<file path="src/rtl/game_clock_countdown.sv">
// -----------------------------------------------------------------------------
// game_clock_countdown
//
// Scoreboard game clock: counts down MM:SS on the rising edges of a 1 Hz tick.
// The start/pause and load panel buttons arrive as levels and are turned into
// single-cycle edges in the clock_in domain.
//
// Optional build macro: GAME_CLOCK_SYNC_EN
//   defined   - tick_in, start_pause_in and load_in pass through a 2-flop
//               synchronizer before edge detection (3-clock response latency)
//   undefined - inputs feed edge detection directly and must already be
//               synchronous to clock_in (1-clock response latency)
//
// Parameters:
//   START_MIN   minutes loaded at reset and on load (0-99)
//   START_SEC   seconds loaded at reset and on load (0-59)
//   BUZZER_SECS tick edges the buzzer stays on after expiry (0-15)
//
// Ports:
//   clock_in        system clock, 50 MHz
//   reset_n         asynchronous active-low reset
//   tick_in         1 Hz square wave, one second per rising edge
//   start_pause_in  button level, rising edge toggles run/pause
//   load_in         button level, rising edge reloads the start time and stops
//   minutes_out     current minutes, 0-99
//   seconds_out     current seconds, 0-59
//   running_out     high while running
//   expired_out     high once the clock has reached 00:00
//   buzzer_out      high while the buzzer countdown is non-zero
// -----------------------------------------------------------------------------
module game_clock_countdown #(
  parameter int START_MIN   = 10,
  parameter int START_SEC   = 0,
  parameter int BUZZER_SECS = 3
) (
  input  logic       clock_in,
  input  logic       reset_n,
  input  logic       tick_in,
  input  logic       start_pause_in,
  input  logic       load_in,
  output logic [6:0] minutes_out,
  output logic [5:0] seconds_out,
  output logic       running_out,
  output logic       expired_out,
  output logic       buzzer_out
);

  localparam logic [6:0] C_MIN  = 7'(START_MIN);
  localparam logic [5:0] C_SEC  = 6'(START_SEC);
  localparam logic [3:0] C_BUZZ = 4'(BUZZER_SECS);

  typedef enum logic [1:0] {
    S_IDLE    = 2'd0,
    S_RUN     = 2'd1,
    S_PAUSE   = 2'd2,
    S_EXPIRED = 2'd3
  } state_t;

  // Bit order for the input bundle: [2] load, [1] start_pause, [0] tick.
  logic [2:0] w_in_raw;
  logic [2:0] w_in;
  logic [2:0] r_in_d;
  logic [2:0] w_edge;

  assign w_in_raw = {load_in, start_pause_in, tick_in};

`ifdef GAME_CLOCK_SYNC_EN
  logic [2:0] r_sync1;
  logic [2:0] r_sync2;

  // Reset to 1 so that a level already high at reset release is not an edge.
  always_ff @(posedge clock_in or negedge reset_n) begin
    if (!reset_n) begin
      r_sync1 <= '1;
      r_sync2 <= '1;
    end else begin
      r_sync1 <= w_in_raw;
      r_sync2 <= r_sync1;
    end
  end

  assign w_in = r_sync2;
`else
  assign w_in = w_in_raw;
`endif

  // History resets high: inputs held high through reset produce no edge.
  always_ff @(posedge clock_in or negedge reset_n) begin
    if (!reset_n) begin
      r_in_d <= '1;
    end else begin
      r_in_d <= w_in;
    end
  end

  assign w_edge = w_in & ~r_in_d;

  logic w_load_e;
  logic w_sp_e;
  logic w_tick_e;

  assign w_load_e = w_edge[2];
  assign w_sp_e   = w_edge[1];
  assign w_tick_e = w_edge[0];

  state_t     r_state;
  logic [6:0] r_min;
  logic [5:0] r_sec;
  logic [3:0] r_buzz;
  logic       w_zero;

  assign w_zero = (r_min == 7'd0) && (r_sec == 6'd0);

  // Priority: load > start_pause > tick. Any lower-priority edge in the same
  // cycle as a higher-priority one is simply dropped.
  always_ff @(posedge clock_in or negedge reset_n) begin
    if (!reset_n) begin
      r_state <= S_IDLE;
      r_min   <= C_MIN;
      r_sec   <= C_SEC;
      r_buzz  <= 4'd0;
    end else if (w_load_e) begin
      r_state <= S_IDLE;
      r_min   <= C_MIN;
      r_sec   <= C_SEC;
      r_buzz  <= 4'd0;
    end else begin
      case (r_state)
        S_IDLE: begin
          if (w_sp_e) r_state <= S_RUN;
        end

        S_RUN: begin
          if (w_sp_e) begin
            r_state <= S_PAUSE;
          end else if (w_zero) begin
            // Started with 00:00 loaded: expire on the cycle after entry.
            r_state <= S_EXPIRED;
            r_buzz  <= C_BUZZ;
          end else if (w_tick_e) begin
            if (r_sec != 6'd0) begin
              r_sec <= r_sec - 6'd1;
              if ((r_min == 7'd0) && (r_sec == 6'd1)) begin
                r_state <= S_EXPIRED;
                r_buzz  <= C_BUZZ;
              end
            end else begin
              // Not zero and seconds are 0, so minutes are non-zero here.
              r_min <= r_min - 7'd1;
              r_sec <= 6'd59;
            end
          end
        end

        S_PAUSE: begin
          if (w_sp_e) r_state <= S_RUN;
        end

        S_EXPIRED: begin
          if (w_tick_e && (r_buzz != 4'd0)) r_buzz <= r_buzz - 4'd1;
        end

        default: r_state <= S_IDLE;
      endcase
    end
  end

  assign minutes_out = r_min;
  assign seconds_out = r_sec;
  assign running_out = (r_state == S_RUN);
  assign expired_out = (r_state == S_EXPIRED);
  assign buzzer_out  = (r_buzz != 4'd0);

endmodule

</file>
<file path="config.mk">
export PLATFORM = sky130hd
export DESIGN_NAME = game_clock_countdown
export DESIGN_NICKNAME = d
export VERILOG_FILES = /design/src/rtl/game_clock_countdown.sv
export SDC_FILE = /design/constraint.sdc
export NUM_CORES = 1
export LEC_CHECK = 0
export ABC_AREA = 1
export CAP_MARGIN = 20
export CORE_MARGIN = 5
export CORE_UTILIZATION = 57
export DETAILED_ROUTE_END_ITERATION = 12
export PLACE_DENSITY = 0.87
export SYNTH_ARGS = -nofsm -noshare
export SYNTH_HDL_FRONTEND = slang
export SYNTH_SLANG_ARGS = --single-unit
</file>
<file path="constraint.sdc">
create_clock -name clock_in -period 3.72 [get_ports clock_in]
set_input_delay 0.744 -clock clock_in [delete_from_list [all_inputs] [get_ports clock_in]]
set_output_delay 0.744 -clock clock_in [all_outputs]
set_load 0.01 [all_outputs]
</file>
-- Word level (Yosys, flattened, before mapping)
Cells that the tools add are included.
- input port bits: 5
- bits in latches: 0
- bits in registers: 22
- logic and storage cells: 71
- memory bits (writable): 0
- memories: 0
- bits in read-only memories: 0
- bitwise gates (word level): 2
- add/sub/neg operators: 3
- divide/modulo/power cells: 0
- reductions and logical operators: 17
- magnitude comparators: 0
- shift-type cells: 0
- multiply operators: 0
- eq/ne operators: 16
- multiplexer cells: 28
- operators by type and width (operator ; count):
    two-way mux 7 bit ; 6
    two-way mux 6 bit ; 6
    two-way mux 4 bit ; 7
    inequality test 5 x 1 -> 1 bit (second input constant) ; 3
    two-way mux 2 bit ; 7
    inequality test 4 x 1 -> 1 bit (second input constant) ; 3
    AND reduction 5 bit ; 2
    case mux 4 bit (2 select lines) ; 1
    zero test 7 bit ; 1
    subtractor 7 x 1 -> 7 bit (second input constant) ; 1
    equality test 6 x 1 -> 1 bit (second input constant) ; 1
    zero test 6 bit ; 1
    inequality test 3 x 1 -> 1 bit (second input constant) ; 2
    AND reduction 6 bit ; 1
    nonzero test 3 bit ; 2
    nonzero test 6 bit ; 1
    subtractor 6 x 1 -> 6 bit (second input constant) ; 1
    equality test 2 bit (second input constant) ; 2
    inequality test 2 bit (second input constant) ; 2
    case mux 2 bit (2 select lines) ; 1
    AND reduction 4 bit ; 1
    nonzero test 2 bit ; 2
    nonzero test 4 bit ; 1
    subtractor 4 x 1 -> 4 bit (second input constant) ; 1
    other kinds (8) ; 10

-- Logic depth before layout (Yosys ltp)
Gate-level depths: netlist of run 1.
- depth in word-level cells: 9
- gate-level depth with buffers: 10
- gate-level depth less buffers: 10

-- Least setup slack after synthesis of run 1
OpenSTA, ideal clock, no wires.
- kind: input to register
- start: input port load_in
- end: register r_buzz[2]
- cell stages on the path: 9
- buffers on the path: 0
- data required time: 3.603 ns
- slack: 2.030 ns
- library setup time: 0.117 ns
- arrival time: 1.572 ns
- cells stage by stage: nand2_1 > inv_1 > nor2_1 > nand2_1 > o21ai_0 > inv_1 > nand3_2 > nand2_1 > nand2_1
- cells in the longest elaborated chain, start to end: 3
- elaborated cells between the ends (all ways): 9
- classes of those cells: 5 x eq/ne; 1 x mux; 1 x bitwise; 2 x reduce/logical
- ends and longest elaborated chain (element ; RTL line ; RTL):
    from (decl) ; 40 ; input logic load_in,
    bitwise AND 3 bit (*) ; 96 ; assign w_edge = w_in & ~r_in_d;
    inequality test 4 x 1 -> 1 bit (no line) (tied with other cells) ; - ;
    AND reduction 6 bit (no line) ; - ;
    to (signal assigned) ; 160 ; if (w_tick_e && (r_buzz != 4'd0)) r_buzz <= r_buzz - 4'd1;
    to (decl) ; 109 ; logic [3:0] r_buzz;
Every way passes the cells marked *; elsewhere a longest branch is shown, timed or not.
A chain may end at the register's enable or synchronous reset.

-- Worst setup path after layout of run 1
- start: register r_buzz[0]
- end: output port buzzer_out
- cells in the longest elaborated chain, start to end: 1
- ends and longest elaborated chain (element ; RTL line ; RTL):
    nonzero test 4 bit ; 172 ; assign buzzer_out = (r_buzz != 4'd0);
    to (decl) ; 45 ; output logic buzzer_out
Every way passes these cells.

==> impl_metrics.toml, run 1 <==
[outcome]
status = "completed"

[yosys]
netlist_area_um2 = 1416
avgSynthCellArea_um2 = 7.740
yosys_warnings = 0
netlist_instances = 183
post_synth_num_cell_types = 27
ys_seq_area_share_pct = 39.31
ys_seq_elements = 22
syn_nets = 195

[critical_path]
slowest_delay_ns = 0.53
end_kind = "output port"
critical_path_class = "reg2out"
cp_max_fo = 4
crit_chain = "inv_1 > ha_1 > nand2_1 > clkdlybuf4s50_1"
startpoint_type = "register"
crit_required_ns = 2.98
reg2reg_depth = 10
crit_arrival_ns = 1.59
cp_slowest_cell = "clkdlybuf4s50_1"

[placed_design]
portBuffers = 20
dp_hpwl_um = 2262
gp_congestion = 0.8648
place_worst_setup_slack_ns = 1.044
place_area_um2 = 1638

[timing]
fmax_ghz = 0.4284
tightest_slew_ns = 0.5517
fin_crit_ns = 2.334
max_slew_margin_pct = 63.13
period_share_pct = 62.75
fin_setup_tns_ns = 0
setup_violations = 0
rsz0062_at_grt = "no"
setup_ws_ns = 1.386
hold_violations = 0
skew_ns = 0.002754
maxSlewViolCount = 0

[die]
row_count = 18
pin_count = 21
fp.dieH_um = 59.85
die_x_um = 59.85
core_um2 = 2432
die_area_um2 = 3582
initial_core_util_pct = 58.23

[layout]
syn_to_final_growth_pct = 20.14
drive_gt1_share_pct = 12.62
fin_area_um2 = 1702
n_antenna_cell = 0
nNetsFinal = 219
final_cell_mix = "nand2_1 (45), inv_1 (30), clkdlybuf4s50_1 (20)"
mostFrequentLayoutCell = "nand2_1"

[clocking]
cts_tree = "built"
ctsResizeCount = 0
cts_buffer_depth = 2
clkTransAtPathRegs_ns = 0.12
cts.sinks = 22
cts_made_buffers = 3
insertion_delay_ns = 0.31
cts_hold_buf = 0
htreeDepth = 1
cts-root-buf = "clkbuf_4"
cts_setup_buffers = 0

[detailed_routing]
dr.pass1.iters = 4
routed_wl_um = 2964
dr.first_iter.drc_count = 58
drc_errors = 0
vias_per_cell = 5.309
ant_nets = 0
avgRoutedWirePerCell_um = 12.56
vias = 1253

[run]
maxCapViolations = 0

[power]
p_total_uw = 1360
power_per_cell_area_nw_per_um2 = 799.5
leakage_uw = 0.0008393
vdd_drop_max_mv = 0.4845

[global_route]
grt_overflow = 0
grt_max_degree = 23
antenna_found_initial = 0
grt_usage_pct = 18.73
grt_pass1_wl_um = 5126
grt_pass1_vias = 1273

[hold_path]
whs_path_depth = 2
holdCritPathClass = "reg2reg"
-- layer usage --
metal	track usage [%]	part of all wire (%)	wire, um	up-vias
li1	-	-	-	623
met1	22.42	42	1237	573
met2	31.17	50	1468	48
met3	3.888	6.3	188	9
met4	10.13	2.3	69	0
met5	0	0	0	-
-- cells by family after synthesis --
group | Yosys count | share of synthesized area (%)
adders and majority gates | 7 | 6.183
AOI/OAI and AO/OA | 25 | 11.57
and+or+nand+nor | 90 | 29.50
buffers and inverters | 32 | 9.099
xor gates and xnor gates | 7 | 4.329
DFF | 22 | 39.31
-- Yosys cell counts --
cell      n  area share, %
o22ai_1   1           0.44
ha_1      7            6.2
nor3_2    1           0.71
nand2_2   2           0.88
o21ai_1   1           0.35
nor2_4    2            1.6
a21oi_2   1           0.62
o21ai_4   1            1.1
inv_1    30            8.0
nand2_1  45             12
nor2_1   16            4.2
xnor2_1   1           0.62
nor3_1    3            1.1
dfstp_2   5            9.3
nand3_1   9            3.2
o21ai_0  13            4.6
buf_6     1           0.79
buf_2     1           0.35
nand4_1   7            3.1
dfrtp_1  17             30
nor2_2    3            1.3
nand2_4   1           0.79
a21oi_1   4            1.4
o21ai_2   3            1.9
nand3_2   1           0.71
xor2_1    6            3.7
a21oi_4   1            1.1
-- flip-flops by register name (all words and copies together) (netlist names) --
name	count
r_buzz	4
r_state	2
r_in_d	3
minutes_out	7
seconds_out	6
-- worst max-delay path: cells and delay by family, from the launching register on --
| kind | cells | cell delay [ns] |
|---|---|---|
| buffers and inverters | 2 | 0.62 |
| flip-flops | 1 | 0.38 |
| adder cells (fa/ha/maj) | 1 | 0.20 |
| AND/OR/NAND/NOR | 1 | 0.08 |
-- worst paths after layout --
kind / start / endpoint / slack [ns]
hold / removal: r_buzz[0] / r_buzz[0] / 0.51
hold reg to reg: r_buzz[0] / r_buzz[0] / 0.51
setup / recovery: r_buzz[0] / buzzer_out / 1.39
min in group asynchronous: reset_n / r_state[0] / 0.62
setup reg to reg: r_in_d[2] / r_buzz[2] / 1.73
max in group asynchronous: reset_n / minutes_out[3] / 2.66
-- layout make-up --
class                           count  area, um2
Fill cell                         196      730.7
Inverter                           30      112.6
Multi-Input combinational cell    129      730.7
Timing Repair Buffer               21      227.7
Sequential cell                    22      556.8
Clock buffer                        4      36.28
Tap cell                           30      37.54
-- report_power, final --
part / internal, uW / leakage [uW] / total [uW] / switching [uW]
registers: 336 / 0.000273 / 428 / 91.4
logic: 344 / 0.000545 / 800 / 456
clock network: 59.9 / 0.0000210 / 133 / 73.2
-- through the flow --
stage	hold WS (ns)	instances	utilization, %
after floorplan	0.4419	183	-
after global placement	0.4617	231	67.34
after detailed placement	0.4828	231	67.34
after CTS	0.5127	235	68.83
after global routing	0.5597	236	69.96
final	0.5127	236	69.96
(Power assumes the default switching activity.)
==> inputs of run 2 (changes only) <==
CORE_ASPECT_RATIO = 0.5   (was not set)
CORE_UTILIZATION = 48   (was 57)
PLACE_DENSITY = 0.79   (was 0.87)
clock period = 1.96 ns   (was 3.72 ns; I/O delays follow)
==> run 2 against run 1 <==
Effect of this change: first-iteration DRC count is 26% lower; final cell count up 4.2%; register-to-register slack worse by 1.5 ns; non-clock buffer count increased by 3; highest routed layer unchanged; global-route usage is 4.2 points lower; core utilization shrank 5.7 points; sequential power grew 89%; clock skew is essentially flat; setup slack worse by 1.3 ns; critical path type unchanged; design area grew 1.9%; power rose by 95%; critical endpoint is now running_out.
==> impl_metrics.toml, run 2 (synthesis results as in run 1) <==
[layout]
n_antenna_cell = 0
final_core_util_pct = 64.23
drive_gt1_share_pct = 13.88
final_cell_mix = "nand2_1 (45), inv_1 (30), clkdlybuf4s50_1 (19)"
nNetsFinal = 222
largest_reg_flops = 7
syn_to_final_growth_pct = 22.44
mostFrequentLayoutCell = "nand2_1"
fin_area_um2 = 1734

[detailed_routing]
top_layer_used = "met4"
m1WireLength_um = 1399
drc_errors = 0
dr.first_iter.drc_count = 43
wl_met3_um = 99
vias = 1213
dr.pass1.iters = 4
vias_per_cell = 4.931
ant_nets = 0
avgRoutedWirePerCell_um = 11.67
routed_wl_um = 2872
dr_wl_met2_um = 1360

[timing]
skew_ns = 0.002265
fmax_ghz = 0.5303
setup_violations = 0
hold_violations = 0
fin_setup_tns_ns = 0
tightest_slew_ns = 0.3747
fin_crit_ns = 1.886
hold-worst-slack_ns = 0.4685
maxSlewViolCount = 0
rsz0062_at_grt = "no"
period_share_pct = 96.20
max_slew_margin_pct = 74.92

[critical_path]
critPathBufInv = 2
cp_max_fo = 6
rr_endpoint = "minutes_out[3]"
crit_chain = "nand2_2 > inv_1 > clkdlybuf4s50_1"
end_kind = "output port"
startpoint_type = "register"
r2r_start = "seconds_out[0]"
cp_slowest_cell = "clkdlybuf4s50_1"
rrSetupSlack_ns = 0.19
crit_required_ns = 1.57
crit_arrival_ns = 1.49
critical_path_class = "reg2out"
slowest_delay_ns = 0.55
cp_top_family = "buffers and inverters"
reg2reg_depth = 8

[clocking]
ctsResizeCount = 0
cts_buffer_depth = 2
insertion_delay_ns = 0.27
cts.sinks = 22
cts_made_buffers = 3
cts-root-buf = "clkbuf_8"
cts_setup_buffers = 0
cts_hold_buf = 0
clkTransAtPathRegs_ns = 0.08
cts_tree = "built"
htreeDepth = 1

[global_route]
grt_overflow = 0
grt_usage_pct = 14.54
grt_pass1_vias = 1081
grt_pass1_wl_um = 4981
grt_max_degree = 23
antenna_found_initial = 0

[power]
vdd_drop_max_mv = 0.7581
power_per_cell_area_nw_per_um2 = 1532
leakage_uw = 0.0008580

[run]
maxCapViolations = 0

[die]
pin_count = 21
core_um2 = 2700
row_count = 13
initial_core_util_pct = 52.46
die_x_um = 86.82
die_area_um2 = 4203
fp.dieH_um = 48.41

[placed_design]
place_area_um2 = 1677
portBuffers = 20
gp_congestion = 0.8579
dp_hpwl_um = 2160

[outcome]
status = "completed"

[hold_path]
holdCritPathClass = "in2async"
==> run 2: worst max-delay path by stage <==
| stage | from | to | cells past startpoint |
|---|---|---|---|
| final | r_state[0] | running_out | 3 |
| after floorplan | minutes_out[0] | seconds_out[2] | 9 |
| after detailed placement | start_pause_in | minutes_out[0] | 8 |
| after global routing | r_state[0] | running_out | 3 |
| after global placement | start_pause_in | minutes_out[3] | 8 |
| after CTS | r_buzz[0] | buzzer_out | 4 |
==> run 2: layer usage <==
metal	global-route usage [%]	up-vias
li1	-	633
met1	20.77	563
met2	21.54	15
met3	4.216	2
met4	3.368	0
met5	0	-
==> run 2: cell type report <==
class | instances | area (um2)
clock buffers | 4 | 55.05
fillers | 238 | 965.9
inverters | 30 | 112.6
multi-input cells | 129 | 730.7
flip-flops and latches | 22 | 556.8
well taps | 37 | 46.29
repair buffers | 24 | 232.7
==> run 2: where the power goes <==
group | internal (uW) | switching [uW] | total [uW] | leakage (uW)
combinational | 651 | 861 | 1510 | 0.000556
sequential | 639 | 171 | 810 | 0.000273
clock | 179 | 155 | 334 | 0.0000288
total | 1470 | 1190 | 2660 | 0.000858
==> run 2: worst reg2reg max path: stages, from the launching register on <==
cell	delay [ns]
dfrtp_1	0.42
inv_1	0.13
ha_1	0.16
nand2_1	0.09
nor2_4	0.15
nand2_1	0.11
o21ai_4	0.34
o21ai_0	0.17
o21ai_0	0.13
==> run 2: metrics by stage <==
stage               total power (uW)  instances  setup slack (ns)
floorplan                       1813        183            0.4359
global placement                2287        242           0.06491
detailed placement              2322        242         -0.006433
CTS                             2677        246          0.006693
global route                    2897        246           0.01783
finish                          2657        246           0.07444
==> inputs of run 3 (changes only) <==
CORE_MARGIN = not set   (was 5)
PLACE_DENSITY = not set   (was 0.79)
PLACE_DENSITY_LB_ADDON = 0.08   (was not set)
==> run 3 against run 2 <==
Effect of this change: sequential power is essentially flat; flip-flop and latch count is the same; clock power down 12%; register-to-register slack better by 0.03 ns; non-clock buffer count increased by 4; sequential share of layout area down 0.37 points; design area rose by 1.2%; routed wire length up 3.6%; clock skew up 0.0026 ns; via count is 0.58% higher; power is 1.5% lower; clock-buffer cell count stayed put; highest routed layer is now met3.
==> impl_metrics.toml, run 3 (synthesis results as in run 1) <==
[outcome]
status = "completed"

[timing]
hold_violations = 0
fin_crit_ns = 1.859
period_share_pct = 94.83
fmax_ghz = 0.5380
setup_violations = 0
skew_ns = 0.004845
maxSlewViolCount = 0
max_slew_margin_pct = 75.00
tightest_slew_ns = 0.3736
fin_setup_tns_ns = 0
rsz0062_at_grt = "no"

[detailed_routing]
vias = 1220
dr_wl_met2_um = 1398
wl_met3_um = 131
drc_errors = 0
dr.first_iter.drc_count = 54
vias_per_cell = 4.880
routed_wl_um = 2974
dr.pass1.iters = 4
avgRoutedWirePerCell_um = 11.90
top_layer_used = "met3"
ant_nets = 0
m1WireLength_um = 1445

[layout]
drive_gt1_share_pct = 15.02
n_antenna_cell = 0
final_core_util_pct = 64.97
final_cells = 250
final_cell_mix = "nand2_1 (45), inv_1 (30), clkdlybuf4s50_1 (19)"
largest_reg_flops = 7
num-fill-cells = 253
nNetsFinal = 226
mostFrequentLayoutCell = "nand2_1"
fin_area_um2 = 1754
syn_to_final_growth_pct = 23.85

[clocking]
cts_buffer_depth = 2
htreeDepth = 1
cts_made_buffers = 3
cts.sinks = 22
cts-root-buf = "clkbuf_8"
cts_setup_buffers = 0
insertion_delay_ns = 0.26
cts_tree = "built"
clkTransAtPathRegs_ns = 0.08

[critical_path]
cp_max_fo = 6
cp_slowest_cell = "clkdlybuf4s50_1"
crit_required_ns = 1.57
cp_top_family = "buffers and inverters"
startpoint_type = "register"
end_kind = "output port"
slowest_delay_ns = 0.54
critPathBufInv = 2
crit_chain = "nand2_2 > inv_1 > clkdlybuf4s50_1"
rrSetupSlack_ns = 0.22
crit_arrival_ns = 1.47
r2r_start = "minutes_out[0]"
critPathLaunch = "r_state[0]"
critical_path_class = "reg2out"

[die]
initial_core_util_pct = 52.46
fp.dieH_um = 40.41
pin_count = 21
die_area_um2 = 3185
row_count = 13
core_um2 = 2700
die_x_um = 78.82

[power]
p_clk_share_pct = 11.2
pwr-share-seq_pct = 30.9
leakage_uw = 0.0008711
p_total_uw = 2618
switchingPower_uw = 1175
vdd_drop_max_mv = 0.8281
power_per_cell_area_nw_per_um2 = 1492
combPwrFrac_pct = 58.0
power.share.switching_pct = 44.90
intPower_uw = 1443

[global_route]
grt_usage_pct = 21.41
grt_overflow = 0
grt_max_degree = 23
grt_pass1_wl_um = 4954
grt_pass1_vias = 1100
antenna_found_initial = 0

[run]
maxCapViolations = 0

[placed_design]
place_area_um2 = 1707
gp_congestion = 0.8354
dp_hpwl_um = 2328
placed_cells = 246
portBuffers = 20

[hold_path]
hp-start = "r_buzz[0]"
holdCritPathClass = "reg2reg"
## run 3: through the flow
step / hold WS [ns] / setup WS [ns]
2_1_floorplan: 0.09641 / 0.4359
5_1_grt: 0.4971 / 0.02760
4_1_cts: 0.4779 / 0.01895
3_3_place_gp: 0.4581 / 0.07714
3_5_place_dp: 0.4583 / -0.02678
6_report: 0.4721 / 0.1014
## run 3: tightest hold or removal path: stages, from the launching register on
cell and delay [ns]:
dfrtp_1 0.35, nand2_1 0.05, nand2_1 0.04
## run 3: repair_timing
action	CTS	global route
hold buffers	0	0
endpoints found under the setup margin	0	1
resized for setup	0	1
## run 3: layout make-up
| class | count | area [um2] | share of cell area (%) |
|---|---|---|---|
| clock buffers | 4 | 45.04 | 2.568 |
| inverters | 30 | 112.6 | 6.419 |
| multi-input cells | 129 | 730.7 | 41.65 |
| flip-flops and latches | 22 | 556.8 | 31.74 |
| well taps | 37 | 46.29 | 2.639 |
| repair buffers | 28 | 262.8 | 14.98 |
## run 3: path summary, 6_finish.rpt
check                                      end  depth (start not counted)
worst max-delay path               running_out                          3
max in group asynchronous       minutes_out[1]                          2
worst min-delay path                 r_buzz[0]                          2
worst max register to register       r_buzz[3]                          9
min in group asynchronous            r_buzz[3]                          2
worst min register to register       r_buzz[0]                          2
## run 3: power by group through the flow
stage          logic (uW)  clock network, uW  registers (uW)
2_1_floorplan         973                  0             840
3_3_place_gp         1490                  0             811
3_5_place_dp         1520                  0             814
4_1_cts              1520                301             808
5_1_grt              1710                322             835
6_report             1520                293             808
## run 3: metal layers
layer	vias to the layer above	track usage, %
met5	-	0
met1	566	27.12
met2	17	38.91
met4	0	1.818
li1	637	-
met3	0	6.364
